<file path="config.mk">
export PLATFORM = sky130hd
export DESIGN_NAME = spi_slv16
export DESIGN_NICKNAME = d
export VERILOG_FILES = /design/src/rtl/spi_pkg.sv /design/src/rtl/spi_sync_edge.sv /design/src/rtl/spi_slv16.sv
export SDC_FILE = /design/constraint.sdc
export NUM_CORES = 1
export LEC_CHECK = 0
export CAP_MARGIN = 20
export CORE_AREA = 2 2 107 88
export CTS_BUF_LIST = sky130_fd_sc_hd__clkbuf_16
export CTS_CLUSTER_DIAMETER = 200
export DETAILED_ROUTE_END_ITERATION = 10
export DIE_AREA = 0 0 109 90
export PLACE_DENSITY = 0.52
export SETUP_SLACK_MARGIN = 0.1
export SYNTH_ARGS = -nofsm -noshare
export SYNTH_HDL_FRONTEND = slang
export SYNTH_HIERARCHICAL = 1
export SYNTH_SLANG_ARGS = --single-unit
</file>
<file path="constraint.sdc">
create_clock -name clk -period 5.2 [get_ports clk]
set_input_delay 1.04 -clock clk [delete_from_list [all_inputs] [get_ports clk]]
set_output_delay 1.04 -clock clk [all_outputs]
set_load 0.03 [all_outputs]
</file>
<file path="src/rtl/spi_pkg.sv">
// Shared types and constants for the 16-bit SPI responder.
package spi_pkg;

  localparam int SPI_WIDTH       = 16;
  localparam int SPI_SYNC_STAGES = 2;

  typedef enum logic {
    IDLE,
    ACTIVE
  } spi_slv_state_t;

  // Bit counter must hold the value WIDTH itself, not just 0..WIDTH-1.
  function automatic int spi_cnt_width(input int width);
    return $clog2(width) + 1;
  endfunction

endpackage

</file>
<file path="src/rtl/spi_sync_edge.sv">
// Synchronizer for one async input, plus an extra flop for edge detection.
// Flops reset to 1 so an idle-high line produces no edge after reset.
module spi_sync_edge #(
  parameter int STAGES = 2
) (
  input  logic clk,
  input  logic rst,
  input  logic async_in,
  output logic sync_out,
  output logic rise,
  output logic fall
);

  logic [STAGES-1:0] chain;
  logic              prev;

  always_ff @(posedge clk or posedge rst) begin
    if (rst) begin
      chain <= '1;
      prev  <= 1'b1;
    end else begin
      chain[0] <= async_in;
      for (int i = 1; i < STAGES; i++) begin
        chain[i] <= chain[i-1];
      end
      prev <= chain[STAGES-1];
    end
  end

  assign sync_out = chain[STAGES-1];
  assign rise     = sync_out & ~prev;
  assign fall     = ~sync_out & prev;

endmodule

</file>
<file path="src/rtl/spi_slv16.sv">
// Mode-0 SPI responder: oversamples SS_n/SCLK/MOSI, returns tx_data on MISO.
// Optional SPI_SLV_FRAME_CHK_EN adds frame_err for short/long frames.
module spi_slv16
  import spi_pkg::*;
#(
  parameter int WIDTH       = SPI_WIDTH,
  parameter int SYNC_STAGES = SPI_SYNC_STAGES
) (
  input  logic             clk,
  input  logic             rst,
  input  logic             SS_n,
  input  logic             SCLK,
  input  logic             MOSI,
  output logic             MISO,
  input  logic [WIDTH-1:0] tx_data,
  output logic [WIDTH-1:0] cmd,
  output logic             cmd_rdy,
  input  logic             clr_cmd_rdy
`ifdef SPI_SLV_FRAME_CHK_EN
  ,
  output logic             frame_err
`endif
);

  localparam int                CNT_W = spi_cnt_width(WIDTH);
  localparam logic [CNT_W-1:0] FULL  = CNT_W'(WIDTH);

  spi_slv_state_t   state, state_d;
  logic [WIDTH-1:0] tx_shft, rx_shft;
  logic [CNT_W-1:0] bitcnt;

  logic ss_rise, ss_fall, sclk_rise, sclk_fall, mosi_sync;
  logic ss_level_unused, sclk_level_unused, mosi_rise_unused, mosi_fall_unused;
  logic load_tx, shift_rx, shift_tx, frame_end;

  spi_sync_edge #(.STAGES(SYNC_STAGES)) u_ss_sync (
    .clk      (clk),
    .rst      (rst),
    .async_in (SS_n),
    .sync_out (ss_level_unused),
    .rise     (ss_rise),
    .fall     (ss_fall)
  );

  spi_sync_edge #(.STAGES(SYNC_STAGES)) u_sclk_sync (
    .clk      (clk),
    .rst      (rst),
    .async_in (SCLK),
    .sync_out (sclk_level_unused),
    .rise     (sclk_rise),
    .fall     (sclk_fall)
  );

  spi_sync_edge #(.STAGES(SYNC_STAGES)) u_mosi_sync (
    .clk      (clk),
    .rst      (rst),
    .async_in (MOSI),
    .sync_out (mosi_sync),
    .rise     (mosi_rise_unused),
    .fall     (mosi_fall_unused)
  );

  always_ff @(posedge clk or posedge rst) begin
    if (rst) state <= IDLE;
    else     state <= state_d;
  end

  // SS_n rise wins over a same-cycle SCLK edge; SCLK is ignored while idle.
  always_comb begin
    state_d   = state;
    load_tx   = 1'b0;
    shift_rx  = 1'b0;
    shift_tx  = 1'b0;
    frame_end = 1'b0;
    case (state)
      IDLE: begin
        if (ss_fall) begin
          load_tx = 1'b1;
          state_d = ACTIVE;
        end
      end
      ACTIVE: begin
        if (ss_rise) begin
          frame_end = 1'b1;
          state_d   = IDLE;
        end else begin
          shift_rx = sclk_rise;
          shift_tx = sclk_fall && (bitcnt != '0);
        end
      end
      default: state_d = IDLE;
    endcase
  end

  always_ff @(posedge clk or posedge rst) begin
    if (rst) begin
      tx_shft <= '0;
      rx_shft <= '0;
      bitcnt  <= '0;
    end else if (load_tx) begin
      tx_shft <= tx_data;
      bitcnt  <= '0;
    end else begin
      if (shift_rx) begin
        rx_shft <= {rx_shft[WIDTH-2:0], mosi_sync};
        if (bitcnt != FULL) bitcnt <= bitcnt + CNT_W'(1);
      end
      if (shift_tx) tx_shft <= {tx_shft[WIDTH-2:0], 1'b0};
    end
  end

  // A completed frame sets cmd_rdy even if an acknowledge lands in the same cycle.
  always_ff @(posedge clk or posedge rst) begin
    if (rst) begin
      cmd     <= '0;
      cmd_rdy <= 1'b0;
    end else if (frame_end && (bitcnt == FULL)) begin
      cmd     <= rx_shft;
      cmd_rdy <= 1'b1;
    end else if (clr_cmd_rdy || load_tx) begin
      cmd_rdy <= 1'b0;
    end
  end

  assign MISO = tx_shft[WIDTH-1];

`ifdef SPI_SLV_FRAME_CHK_EN
  // bitcnt saturates, so a separate flag remembers rises beyond WIDTH.
  logic overrun;

  always_ff @(posedge clk or posedge rst) begin
    if (rst) begin
      overrun   <= 1'b0;
      frame_err <= 1'b0;
    end else begin
      if (load_tx)                         overrun <= 1'b0;
      else if (shift_rx && bitcnt == FULL) overrun <= 1'b1;

      if (frame_end && ((bitcnt != FULL) || overrun)) frame_err <= 1'b1;
      else if (clr_cmd_rdy || load_tx)                 frame_err <= 1'b0;
    end
  end
`endif

endmodule

</file>
==> flow_summary.ini, run 1 <==
[run_status]
status = complete, no violations

[layout]
nFillCells = 867
final_cell_mix = dfrtp_1, clkdlybuf4s50_1, mux2_2, and2_1, a221o_1
instances_no_fill = 340
syn_to_final_growth_pct = 30.4
multi_input_area_sq_um = 861
register_area_sq_um = 1590
final_common_cell = dfrtp_1
n_antenna_cell = 0
drive_above_1_share_pct = 28.0
final_nets = 244

[die]
io_pins = 40
dieArea_sq_um = 9810
initial_core_util_pct = 28.8
rows = 31
die_w_um = 109
coreArea_sq_um = 8800
die_h_um = 90

[global_routing]
grt_first_pass_wirelength_um = 7650
grt_pass1_vias = 1616
grt_max_degree = 56
antenna_found_initial = 0
grt_usage_pct = 10.1
grt_overflow = 0

[power]
power.leakage_nw = 1.51
power_density_nw_per_um2 = 433
combinationalPowerShare_pct = 14.3
internal-power_mw = 1.08
switching_power_mw = 0.349
ir_drop_v = 0.000221
pwr-share-clk_pct = 39.0
p_sw_share_pct = 24.3
sequentialPowerShare_pct = 46.7

[synth]
synth_fp_nets = 202
syn_inst = 178
syn_area_sq_um = 2540
syn_area_per_cell_sq_um = 14.3
yosys_warnings = 6

[placement]
place_congestion = 0.692
port_buffers = 39
dp_hpwl_um = 2850
dp_cells = 323
preCtsSetupSlack_ns = 2.74

[hold_path]
hold_class = flip-flop to flip-flop

[detailed_routing]
num_vias = 1533
drtIter0Drc = 56
viasPerCell = 4.51
wl_per_cell_um = 12.9
drt_wl_total_um = 4390
drc_errors = 0
first_pass_iters = 4
drt.antenna.violating_nets = 0

[worst_setup_path]
path_max_fanout = 17
crit_buf_inv = 1
required_ns = 5.40
crit_arrival_ns = 2.61
crit_chain = inv_1 > ha_1 > nor4bb_1 > and3_1 > mux2_2
slowest_stage = and3_1
slowest_delay_ns = 0.76
endpoint_kind = flip-flop
reg2reg_slack_ns = 2.79
startpoint_type = flip-flop
worstSetupPathType = flip-flop to flip-flop
cp_top_family = simple AND/OR/NAND/NOR gates

[clocking]
postCtsSetupBuffers = 0
htree_levels = 3
cts_tree = yes
cts.reportedPaths.clkPinSlew_ns = 0.05
numCtsBuffers = 9
clk-insertion-delay-late_ns = 0.32
cts_sinks = 63
cts_root_buf = clkbuf_16
holdBufCountCts = 0
cts-resized-gates = 0
clk_path_buf_depth = 2

[job]
maxCapViolations = 0

[sta]
post-route-period-util_pct = 46.3
worst_pin_slew_ns = 0.887
setup_ws_ns = 2.79
layout_min_cycle_time_ns = 2.41
fin_skew_ns = 0.00449
drv_slew = 0
setup_tns_ns = 0
fmax_mhz = 415
finalSetupViolations = 0
whs_ns = 0.354
rsz0062_at_grt = false
hold_viol = 0
slew_headroom_pct = 40.7
## cell type report
cell class | instances | area share, %
Clock buffer | 9 | 6.81
Clock inverter | 7 | 1.70
Inverter | 8 | 0.908
Multi-Input combinational cell | 97 | 26.0
Sequential cell | 63 | 48.0
Tap cell | 115 | 4.35
Timing Repair Buffer | 41 | 12.3
## metrics by stage
| step | instance area (sq um) | util, % | total power [mW] |
|---|---|---|---|
| finish | 3310 | 37.6 | 1.43 |
| floorplan | 2540 | - | 0.820 |
| CTS | 3300 | 37.5 | 1.46 |
| global route | 3310 | 37.6 | 1.51 |
| detailed placement | 3020 | 34.3 | 0.884 |
| global placement | 3020 | 34.3 | 0.877 |
## state kept, by name (all words and copies together) (netlist names)
| register | cells |
|---|---|
| tx_shft | 16 |
| u_sclk_sync/chain | 2 |
| u_ss_sync/prev | 1 |
| cmd_rdy | 1 |
| u_ss_sync/chain | 2 |
| u_sclk_sync/prev | 1 |
| u_mosi_sync/chain | 2 |
| state | 1 |
| rx_shft | 16 |
| cmd | 16 |
| bitcnt | 5 |
## path summary, 6_finish.rpt
kind	depth (start not counted)	from	to
max	5	bitcnt[0]	cmd[14]
min	0	u_sclk_sync/chain[0]	u_sclk_sync/chain[1]
max reg2reg	5	bitcnt[0]	cmd[14]
min reg2reg	0	u_sclk_sync/chain[0]	u_sclk_sync/chain[1]
max in group asynchronous	3	rst	cmd[9]
min in group asynchronous	2	rst	u_mosi_sync/chain[0]
## per-layer routing
metal	track usage, %	vias up	part of all wire [%]
li1	-	724	-
met1	13.6	765	49
met2	14.0	37	45
met3	4.21	7	4.7
met4	4.27	0	1.2
met5	0	-	0
## power groups by stage
stage               registers (mW)  clock network, mW  logic [mW]
finish                       0.669              0.559       0.205
floorplan                    0.658                  0       0.162
global route                 0.684              0.597       0.230
global placement             0.676                  0       0.201
detailed placement           0.675                  0       0.209
CTS                          0.669              0.578       0.209
(Power assumes the default switching activity.)
==> run 2, diff against run 1 <==
--- a/config.mk
+++ b/config.mk
@@ -11,7 +11,7 @@
 export CTS_CLUSTER_DIAMETER = 200
 export DETAILED_ROUTE_END_ITERATION = 10
 export DIE_AREA = 0 0 109 90
-export PLACE_DENSITY = 0.52
+export PLACE_DENSITY = 0.54
 export SETUP_SLACK_MARGIN = 0.1
 export SYNTH_ARGS = -nofsm -noshare
 export SYNTH_HDL_FRONTEND = slang
==> constraint.sdc (replaced) <==
create_clock -name clk -period 1.95 [get_ports clk]
set_input_delay 0.39 -clock clk [delete_from_list [all_inputs] [get_ports clk]]
set_output_delay 0.39 -clock clk [all_outputs]
set_load 0.03 [all_outputs]
==> run 2 against run 1 <==
Final cell count rose by 2.1%. Largest power group unchanged. Critical path depth did not move. Clock power rose by 140%. Fmax rose by 32%. Critical endpoint is now tx_shft[12]. Routed wire length rose by 9.2%.
==> flow_summary.ini, run 2 (synthesis results as in run 1) <==
[power]
power.leakage_nw = 1.55
combinationalPowerShare_pct = 17.9
ir_drop_v = 0.000392
power_density_nw_per_um2 = 1120
internal-power_mw = 2.84
switching_power_mw = 0.995
p_total_mw = 3.84
pwr-share-clk_pct = 35.5
sequentialPowerShare_pct = 46.6
p_sw_share_pct = 25.9

[die]
initial_core_util_pct = 28.8
io_pins = 40
coreArea_sq_um = 8800
die_h_um = 90
dieArea_sq_um = 9810
die_w_um = 109
rows = 31

[sta]
finalSetupViolations = 0
fin_skew_ns = 0.00765
hold_viol = 0
worst_pin_slew_ns = 0.399
post-route-period-util_pct = 93.7
slew_headroom_pct = 73.4
fmax_mhz = 547
drv_slew = 0
rsz0062_at_grt = false
setup_tns_ns = 0
layout_min_cycle_time_ns = 1.83

[clocking]
cts_tree = yes
htree_levels = 3
cts_root_buf = clkbuf_16
cts_sinks = 63
clk_path_buf_depth = 2
numCtsBuffers = 9
cts.reportedPaths.clkPinSlew_ns = 0.05
clk-insertion-delay-late_ns = 0.32

[layout]
syn_to_final_growth_pct = 35.5
final_cell_mix = dfrtp_1, clkdlybuf4s50_1, mux2_2, and2_1, a221o_1
nFillCells = 844
finalInstanceArea_sq_um = 3440
drive_above_1_share_pct = 31.9
final_nets = 251
final_common_cell = dfrtp_1
top_regs = cmd x16, rx_shft x16, tx_shft x16
n_antenna_cell = 0

[worst_setup_path]
crit_start = bitcnt[0]
rr_startpoint = bitcnt[0]
startpoint_type = flip-flop
crit_arrival_ns = 2.02
required_ns = 2.15
path_max_fanout = 8
worstSetupPathType = flip-flop to flip-flop
endpoint_kind = flip-flop

[detailed_routing]
drtIter0Drc = 40
drt.antenna.violating_nets = 0
viasPerCell = 4.54
drc_errors = 0
first_pass_iters = 4
num_vias = 1577
drt_wl_total_um = 4790
wl_per_cell_um = 13.8

[global_routing]
grt_usage_pct = 10.3
antenna_found_initial = 0
grt_pass1_vias = 1568
grt_first_pass_wirelength_um = 7840
grt_max_degree = 22
grt_overflow = 0

[placement]
port_buffers = 39
place_area_sq_um = 3140
place_congestion = 0.756
dp_hpwl_um = 3100

[job]
maxCapViolations = 0

[hold_path]
hold_start = u_sclk_sync/chain[0]
hold_class = flip-flop to flip-flop

[run_status]
status = complete, no violations
## run 2: worst paths after layout
check / end / slack (ns) / cells past startpoint
worst max register to register: tx_shft[12] / 0.12 / 5
min in group asynchronous: cmd[0] / 0.46 / 2
worst min-delay path: u_sclk_sync/chain[1] / 0.35 / 0
worst min register to register: u_sclk_sync/chain[1] / 0.35 / 0
max in group asynchronous: tx_shft[6] / 1.04 / 3
worst max-delay path: tx_shft[12] / 0.12 / 5
## run 2: metrics by stage
| stage | instances | util (%) | hold slack, ns | setup slack, ns |
|---|---|---|---|---|
| 2_1_floorplan | 178 | - | 0.302 | 0.0443 |
| 3_3_place_gp | 329 | 35.7 | 0.346 | 0.127 |
| 3_5_place_dp | 329 | 35.7 | 0.347 | 0.0861 |
| 4_1_cts | 345 | 38.7 | 0.354 | 0.103 |
| 5_1_grt | 347 | 39.1 | 0.356 | 0.0791 |
| 6_report | 347 | 39.1 | 0.353 | 0.123 |
## run 2: metal layers
layer	share of wire, %	up-vias	track usage, %
met5	0	-	0
met4	1.1	0	3.53
met3	5.7	6	3.55
met2	45	36	14.9
met1	48	794	14.2
li1	-	741	-
## run 2: power by group through the flow
stage / combinational, mW / sequential, mW / clock (mW)
6_report: 0.686 / 1.79 / 1.36
5_1_grt: 0.757 / 1.82 / 1.47
4_1_cts: 0.631 / 1.78 / 1.41
3_5_place_dp: 0.629 / 1.80 / 0
3_3_place_gp: 0.611 / 1.79 / 0
2_1_floorplan: 0.443 / 1.76 / 0
## run 2: final cells by class
| class | instances | area (sq um) | area share, % |
|---|---|---|---|
| well taps | 115 | 144 | 4.18 |
| inverters | 8 | 30.0 | 0.873 |
| clock buffers | 9 | 225 | 6.55 |
| flip-flops and latches | 63 | 1590 | 46.1 |
| repair buffers | 47 | 513 | 14.9 |
| multi-input cells | 98 | 907 | 26.4 |
| clock inverters | 7 | 32.5 | 0.946 |
## run 2: repair_timing
| action | in CTS | in global routing |
|---|---|---|
| pin swaps | 0 | 3 |
| setup endpoints to repair | 16 | 46 |
| gates resized for setup | 1 | 4 |
| hold buffers | 0 | 0 |
| gates cloned | 0 | 1 |
| setup buffers | 0 | 1 |
## run 2: worst max-delay path, cell delays in order (launching register included)
cell and delay, ns:
dfrtp_1 0.37, inv_1 0.11, ha_4 0.15, or4b_4 0.49, and4_4 0.23, a221o_1 0.36
==> run 3, diff against run 2 <==
--- a/config.mk
+++ b/config.mk
@@ -5,7 +5,7 @@
 export SDC_FILE = /design/constraint.sdc
 export NUM_CORES = 1
 export LEC_CHECK = 0
-export CAP_MARGIN = 20
+export CAP_MARGIN = 5
 export CORE_AREA = 2 2 107 88
 export CTS_BUF_LIST = sky130_fd_sc_hd__clkbuf_16
 export CTS_CLUSTER_DIAMETER = 200
==> results of run 3 <==
Final layout, timing and power as in run 2 (identical DEF).
